[src/rtl/tmr_icb_slave.sv]
// ICB slave front-end for the 16-bit timer: decodes single-beat commands into
// one-cycle timer write strobes and serves register reads, one transaction at a time.
//
// state | meaning
// IDLE  | ready for a command (cmd_ready high unless in reset)
// RESP  | response presented, waiting for rsp_ready
module tmr_icb_slave #(
    parameter logic [31:0] BASE_ADDR = 32'h1000_0000,
    parameter logic [11:0] CON_OFS   = 12'h000,
    parameter logic [11:0] PRD_OFS   = 12'h004,
    parameter logic [11:0] CNT_OFS   = 12'h008
) (
    input  logic        sys_clk,
    input  logic        sys_rst,
    input  logic        icb_cmd_valid,
    output logic        icb_cmd_ready,
    input  logic [31:0] icb_cmd_addr,
    input  logic        icb_cmd_read,
    input  logic [31:0] icb_cmd_wdata,
    input  logic [3:0]  icb_cmd_wmask,
    output logic        icb_rsp_valid,
    input  logic        icb_rsp_ready,
    output logic [31:0] icb_rsp_rdata,
    output logic        icb_rsp_err,
    output logic        tmr_con_wr,
    output logic        tmr_prd_wr,
    output logic        tmr_cnt_wr,
    output logic [15:0] icb_wdat,
    input  logic [15:0] tmr_con,
    input  logic [15:0] tmr_prd,
    input  logic [15:0] tmr_cnt
);

    typedef enum logic {IDLE, RESP} state_t;

    state_t      state, state_nxt;
    logic        accept;
    logic        hit, sel_con, sel_prd, sel_cnt, addr_ok, req_ok;
    logic [11:0] ofs;
    logic [15:0] rd_val;
    logic        con_wr_q, prd_wr_q, cnt_wr_q;
    logic        unused_bits;

    assign unused_bits = ^{icb_cmd_wdata[31:16], icb_cmd_wmask[3:2]};

    assign accept = icb_cmd_valid & (state == IDLE) & ~sys_rst;

    assign hit     = (icb_cmd_addr[31:12] == BASE_ADDR[31:12]);
    assign ofs     = icb_cmd_addr[11:0];
    assign sel_con = (ofs == CON_OFS);
    assign sel_prd = (ofs == PRD_OFS);
    assign sel_cnt = (ofs == CNT_OFS);
    assign addr_ok = hit & (sel_con | sel_prd | sel_cnt) & (icb_cmd_addr[1:0] == 2'b00);
    assign req_ok  = addr_ok & (icb_cmd_read | (icb_cmd_wmask[1:0] == 2'b11));

    always_comb begin
        rd_val = 16'h0;
        if (sel_con)      rd_val = tmr_con;
        else if (sel_prd) rd_val = tmr_prd;
        else if (sel_cnt) rd_val = tmr_cnt;
    end

    always_ff @(posedge sys_clk) begin
        if (sys_rst) state <= IDLE;
        else         state <= state_nxt;
    end

    always_comb begin
        state_nxt     = state;
        icb_cmd_ready = 1'b0;
        icb_rsp_valid = 1'b0;
        case (state)
            IDLE: begin
                icb_cmd_ready = ~sys_rst;
                if (accept) state_nxt = RESP;
            end
            RESP: begin
                icb_rsp_valid = ~sys_rst;
                if (icb_rsp_ready) state_nxt = IDLE;
            end
            default: state_nxt = IDLE;
        endcase
    end

    always_ff @(posedge sys_clk) begin
        if (sys_rst) begin
            icb_rsp_rdata <= 32'h0;
            icb_rsp_err   <= 1'b0;
            con_wr_q      <= 1'b0;
            prd_wr_q      <= 1'b0;
            cnt_wr_q      <= 1'b0;
            icb_wdat      <= 16'h0;
        end else begin
            con_wr_q <= 1'b0;
            prd_wr_q <= 1'b0;
            cnt_wr_q <= 1'b0;
            if (accept) begin
                icb_rsp_err   <= ~req_ok;
                icb_rsp_rdata <= (req_ok & icb_cmd_read) ? {16'h0, rd_val} : 32'h0;
                if (req_ok & ~icb_cmd_read) begin
                    con_wr_q <= sel_con;
                    prd_wr_q <= sel_prd;
                    cnt_wr_q <= sel_cnt;
                    icb_wdat <= icb_cmd_wdata[15:0];
                end
            end
        end
    end

    // Gated by reset so a strobe pending when reset arrives never reaches the timer.
    assign tmr_con_wr = con_wr_q & ~sys_rst;
    assign tmr_prd_wr = prd_wr_q & ~sys_rst;
    assign tmr_cnt_wr = cnt_wr_q & ~sys_rst;

endmodule

[config.mk]
export PLATFORM = sky130hd
export DESIGN_NAME = tmr_icb_slave
export DESIGN_NICKNAME = d
export VERILOG_FILES = /design/src/rtl/tmr_icb_slave.sv
export SDC_FILE = /design/constraint.sdc
export NUM_CORES = 1
export LEC_CHECK = 0
export CAP_MARGIN = 20
export CORE_MARGIN = 5
export CORE_UTILIZATION = 30
export DETAILED_ROUTE_END_ITERATION = 7
export PLACE_DENSITY = 0.73
export SETUP_SLACK_MARGIN = 0.4
export SLEW_MARGIN = 10
export SYNTH_ARGS = -nofsm -noshare
export SYNTH_HDL_FRONTEND = slang
export SYNTH_SLANG_ARGS = --single-unit
[constraint.sdc]
create_clock -name sys_clk -period 3.9 [get_ports sys_clk]
set_clock_uncertainty 0.15 [all_clocks]
set_input_delay 0.78 -clock sys_clk [delete_from_list [all_inputs] [get_ports sys_clk]]
set_output_delay 0.78 -clock sys_clk [all_outputs]
set_load 0.05 [all_outputs]
==> run_results.csv, run 1 <==
group,metric,value,unit
run_status,run_status,"finished clean",
clocking,cts.clk_slew.worst_paths,70,ps
synthesis,ys_top_cells_by_area,"dfxtp_1 31%, a21oi_1 7.0%, a221oi_1 5.9%",
placed_design,placed_cell_area,3840,um2
timing,finalMaxSlewViolations,0,
worst_setup_path,worstPathCellList,"clkdlybuf4s50_1 -> buf_4 -> nor2b_1 -> buf_12",
floorplan,io-pin-count,175,
global_route,grt_first_pass_wirelength,12200,um
worst_setup_path,cp_data_arrival_time,1950,ps
power_and_ir_drop,leakage_power,1.37,nW
clocking,ctsHtreeMaxLevel,2,
routing,final_antenna_net_count,0,
global_route,grt_max_degree,40,
global_route,gr-usage-all-layers,15.3,%
clocking,clock_latency,280,ps
timing,slew_headroom,63.6,%
timing,grt_setup_unrepaired,"no",
timing,max_slew.worst_pin.slew,544,ps
floorplan,core_area,7730,um2
worst_setup_path,path_buf_inv,3,
timing,max_clock_freq,347,MHz
routing,drc,0,
finish,finish.cell_count_without_fillers,526,
worst_setup_path,cpPeakStageDelay,470,ps
synthesis,post_synth_and_or_nand_nor_area_fraction,31.6,%
routing,post_drt_via_cell_ratio,4.81,
synthesis,ys_seq_area_share,31.2,%
finish,antenna-diode-count,0,
synthesis,register_bit_count_reported_by_yosys,37,
placed_design,dpl.hpwl,5820,um
clocking,post_cts_resized,0,
worst_setup_path,timing.critical_path.from_type,"input pin",
placed_design,numPlacedInstances,518,
finish,fill_cells,745,
timing,finalWorstPathRequiredPeriod,2880,ps
run,drv.max_cap_violation_count,0,
global_route,vias_in_the_first_global_route,2594,
floorplan,num_rows,32,
finish,commonest_cells_after_routing_fill_and_taps_aside,"135 x clkdlybuf4s50_1, 37 x dfxtp_1, 33 x a21oi_1, 21 x nor2_1, 20 x nor2b_1",
synthesis,synth_compound_gate_area_share,26.1,%
worst_setup_path,critical_path_required_time,2970,ps
routing,highest-signal-layer,"met4",
global_route,global_route.overflow_total,0,
timing,finalCritPeriodShare,74.0,%
worst_setup_path,critPathKind,"in2out",
synthesis,yosys.cell_types.count,31,
floorplan,die-height,99.0,um
synthesis,synthMuxAreaShare,0,%
power_and_ir_drop,vdd.ir_drop.worst,0.116,mV
clocking,clockRootBuffer,"clkbuf_8",
routing,final_routed_wire_length_divided_by_cell_count,14.5,um
synthesis,synth_largest_type_area_fraction,31.2,%
timing,final-setup-viol-count,0,
floorplan,floorplan.initialDensity,30.7,%
synthesis,syn_area,2370,um2
floorplan,fp.dieArea,9790,um2
synthesis,synth-warning-count,0,
clocking,post_cts_hold_buffer_count,0,
worst_setup_path,timing.critical_path.fanout_max,39,
synthesis,synthesized_area_fraction_occupied_by_adder_cells,0,%
clocking,cts_made_buffers,5,
routing,drt-total-wl,7640,um
routing,initialDrtViolationCount,17,
clocking,cts_buffer_depth,2,
placed_design,globalplace.congestion,0.779,
synthesis,syn_inst,291,
timing,finalHoldViolations,0,
finish,final_cell_area,3940,um2
finish,syn_to_final_growth,65.9,%
worst_setup_path,critPathSlowestCell,"clkdlybuf4s50_1",
synthesis,netlist.top_cell.by_area,"dfxtp_1",
routing,total_length_of_routed_met3_wires,562,um
worst_setup_path,critical_path.endpoint_type,"primary output",
power_and_ir_drop,power_per_cell_area,227,nW/um2
global_route,antenna_violations_before_repair,0,
synthesis,synthXorXnorAreaFrac,0,%
finish,mostFrequentLayoutCell,"clkdlybuf4s50_1",
synthesis,combinational_family_with_the_most_area_after_synthesis,"simple AND/OR/NAND/NOR gates",
clocking,cts.repair_timing.setup_buffer_count,0,
floorplan,chipWidth,99.0,um
routing,wl_met2,3920,um
routing,route.vias.total,2531,
clocking,cts_tree,"built",
finish,num-nets-final,544,
timing,setup_tns,0,ps
finish,final_layout_size_suffix_gt1_share,9.20,%
routing,drt_pass1_iterations,4,
clocking,clock_sinks,37,
routing,detail_route.wirelength.met1,3100,um
synthesis,synth.avg_cell_area,8.16,um2
worst_setup_path,path_delay_family,"buffers and inverters",
placed_design,placement.io_buffers,140,
hold_path,worst_hold_path_type,"reg2reg",
==> synthesized netlist by cell type (all sizes together) <==
cell type and instances:
and4 2, clkbuf 16, nand2b 17, nor2b 20, nand2 17, nand4 19
a2bb2oi 1, nor3 3, nor2 21, or4 2, and2 16, nand3b 1
or3b 1, dfxtp 37, o31ai 16, nor3b 2, nor4 5, nand3 2
buf 25, a221oi 16, a21oi 33, a211oi 1, or4b 1, conb 1
o21bai 16
==> layer usage <==
metal	up-vias	GRT usage [%]
li1	1285	-
met1	1155	17.3
met2	84	27.7
met3	7	4.95
met4	0	3.36
met5	-	0
==> worst paths after layout <==
check	startpoint	to	slack, ps	cells past startpoint
worst max-delay path	sys_rst	tmr_cnt_wr	1020	4
worst min-delay path	icb_wdat[14]$_SDFFE_PP0P_	icb_wdat[14]$_SDFFE_PP0P_	320	2
worst max register to register	state$_SDFF_PP0_	prd_wr_q$_SDFF_PP0_	1790	6
worst min register to register	icb_wdat[14]$_SDFFE_PP0P_	icb_wdat[14]$_SDFFE_PP0P_	320	2
==> layout make-up <==
cell class              instances  area (um2)  share of cell area [%]
flip-flops and latches         37         741                    18.8
clock buffers                   7        96.3                    2.45
clock inverters                 1        5.00                   0.127
multi-input cells             228        1440                    36.4
repair buffers                151        1530                    38.9
well taps                     102         128                    3.24
==> flip-flops by register name (all words and copies together) (netlist names) <==
| register | cells |
|---|---|
| cnt_wr_q | 1 |
| con_wr_q | 1 |
| icb_rsp_err | 1 |
| icb_rsp_rdata | 16 |
| icb_wdat | 16 |
| prd_wr_q | 1 |
| state | 1 |
==> metrics by stage <==
stage | worst slack (ps) | power [W] | hold WS, ps | util [%]
after floorplan | 1170 | 0.000497 | 318 | -
after global placement | 854 | 0.000607 | 301 | 49.7
after detailed placement | 815 | 0.000610 | 310 | 49.7
after CTS | 1000 | 0.000909 | 320 | 51.0
after global routing | 945 | 0.000942 | 340 | 51.0
final | 1020 | 0.000894 | 317 | 51.0
==> cells by family (layout without fill, tap and decap cells) <==
| logic type | after synthesis | in the layout |
|---|---|---|
| AOI/OAI and AO/OA | 83 | 83 |
| buffers and inverters | 41 | 159 |
| DFF | 37 | 37 |
| other | 1 | 16 |
| and+or+nand+nor | 129 | 129 |
==> worst reg2reg max path, cell delays in order (launching register included) <==
cell and delay, ps:
dfxtp_1 360, or3b_1 490, buf_4 280, nor4_4 150, buf_4 260, nand3_1 150
nor3b_1 200
==> report_power, final <==
group / internal, W / switching, W / leakage [nW]
sequential: 0.000379 / 0.00000178 / 0.298
clock: 0.000160 / 0.000134 / 0.0542
combinational: 0.000122 / 0.0000965 / 1.02
Note: power is estimated with default switching activity, not from simulation.
==> run 2, diff against run 1 <==
- clock period: 3.9 -> 3 ns (I/O delays scaled with it)
==> run_results.csv, run 2 (same netlist as run 1, synthesis figures left out) <==
group,metric,value,unit
floorplan,floorplan.initialDensity,30.7,%
worst_setup_path,critPathKind,"in2reg",
finish,seq_area,741,um2
run,drv.max_cap_violation_count,0,
timing,grt_setup_unrepaired,"yes",
worst_setup_path,destination_of_the_critical_timing_path,"icb_wdat[12]$_SDFFE_PP0P_",
finish,mostFrequentLayoutCell,"clkdlybuf4s50_1",
floorplan,io-pin-count,175,
worst_setup_path,cp_data_arrival_time,2610,ps
run_status,run_status,"finished clean",
finish,commonest_cells_after_routing_fill_and_taps_aside,"135 x clkdlybuf4s50_1, 37 x dfxtp_1, 33 x a21oi_1, 21 x nor2_1, 20 x nor2b_1",
finish,syn_to_final_growth,65.5,%
timing,final-setup-viol-count,0,
power_and_ir_drop,leakage_power,1.37,nW
finish,multiInputGateArea,1440,um2
worst_setup_path,rr_worst_depth,6,
floorplan,num_rows,32,
clocking,clock_latency,290,ps
global_route,antenna_violations_before_repair,0,
placed_design,placement.io_buffers,140,
global_route,vias_in_the_first_global_route,2647,
routing,final_routed_wire_length_divided_by_cell_count,15.0,um
finish,final_layout_size_suffix_gt1_share,8.96,%
power_and_ir_drop,power_per_cell_area,286,nW/um2
clocking,clock_sinks,37,
finish,num-nets-final,544,
floorplan,fp.dieArea,9790,um2
routing,final_antenna_net_count,0,
routing,drt_pass1_iterations,4,
clocking,cts_tree,"built",
finish,fill_cells,754,
hold_path,hold_start,"icb_wdat[1]$_SDFFE_PP0P_",
global_route,global_route.overflow_total,0,
timing,finalCritPeriodShare,86.7,%
global_route,grt_first_pass_wirelength,12800,um
timing,finalWorstPathRequiredPeriod,2600,ps
timing,finalHoldViolations,0,
timing,setup_tns,0,ps
clocking,ctsHtreeMaxLevel,2,
worst_setup_path,rr_endpoint,"prd_wr_q$_SDFF_PP0_",
floorplan,core_area,7730,um2
hold_path,timing.hold.worst_path_depth,2,
routing,drc,0,
global_route,grt_max_degree,40,
floorplan,die-height,99.0,um
hold_path,worst_hold_path_type,"reg2reg",
global_route,gr-usage-all-layers,15.8,%
clocking,clockRootBuffer,"clkbuf_8",
finish,biggest_registers_after_layout,"icb_rsp_rdata x16, icb_wdat x16",
power_and_ir_drop,vdd.ir_drop.worst,0.148,mV
routing,route.vias.total,2584,
worst_setup_path,timing.critical_path.from_type,"input pin",
placed_design,globalplace.congestion,0.780,
worst_setup_path,critical_path.endpoint_type,"flop",
timing,slew_headroom,63.4,%
worst_setup_path,startpoint,"icb_cmd_addr[24]",
timing,finalMaxSlewViolations,0,
routing,initialDrtViolationCount,56,
clocking,cts.clk_slew.worst_paths,80,ps
worst_setup_path,regToRegSetupSlack,910,ps
timing,max_slew.worst_pin.slew,547,ps
routing,drt-total-wl,7880,um
clocking,cts_made_buffers,5,
timing,max_clock_freq,384,MHz
worst_setup_path,critical_path_required_time,3010,ps
worst_setup_path,timing.critical_path.fanout_max,16,
clocking,cts_buffer_depth,2,
routing,post_drt_via_cell_ratio,4.91,
clocking,post_cts_hold_buffer_count,0,
finish,post-route-util,50.8,%
placed_design,dpl.hpwl,6000,um
finish,antenna-diode-count,0,
floorplan,chipWidth,99.0,um
worst_setup_path,r2r-start,"state$_SDFF_PP0_",
==> run 2: through the flow <==
step / total power [W] / instance area (um2) / hold WS, ps / setup slack (ps) / std cells
6_report: 0.00112 / 3930 / 318 / 398 / 526
3_5_place_dp: 0.000793 / 3840 / 311 / 84.6 / 518
2_1_floorplan: 0.000647 / 2430 / 318 / 538 / 306
3_3_place_gp: 0.000790 / 3840 / 301 / 136 / 518
4_1_cts: 0.00114 / 3920 / 321 / 390 / 526
5_1_grt: 0.00118 / 3930 / 342 / 330 / 526
==> run 2: how the worst min path moves through the flow <==
stage | slack [ps] | to
after floorplan | 320 | state$_SDFF_PP0_
after global placement | 300 | icb_wdat[9]$_SDFFE_PP0P_
after detailed placement | 310 | icb_wdat[14]$_SDFFE_PP0P_
after CTS | 320 | icb_wdat[9]$_SDFFE_PP0P_
after global routing | 340 | icb_wdat[7]$_SDFFE_PP0P_
final | 320 | icb_wdat[1]$_SDFFE_PP0P_
==> run 2: worst max-delay path, stage by stage <==
cell and delay, ps:
clkdlybuf4s50_1 410, or4_4 580, or4_4 690, o31ai_1 250
a21oi_1 90
==> run 2: routing by layer <==
layer	up-vias	GRT usage [%]	wire (um)
met2	90	29.7	4130
met1	1201	17.3	3070
met4	0	2.84	47
met5	-	0	0
met3	4	5.38	629
li1	1289	-	-
==> run 2: layout make-up <==
cell class | count | share of cell area [%]
repair buffers | 151 | 39.2
multi-input cells | 228 | 36.5
flip-flops and latches | 37 | 18.9
well taps | 102 | 3.25
clock buffers | 6 | 1.85
clock inverters | 2 | 0.255
==> run 2: repair_timing <==
item | 4_1_cts | 5_1_grt
pin swaps | 1 | 1
resized for setup | 0 | 2
endpoints found under the setup margin | 2 | 20
buffers inserted | 0 | 0
==> run 2: report_power, final <==
part | switching, W | internal (W)
clock | 0.000181 | 0.000161
sequential | 0.00000224 | 0.000493
combinational | 0.000126 | 0.000160
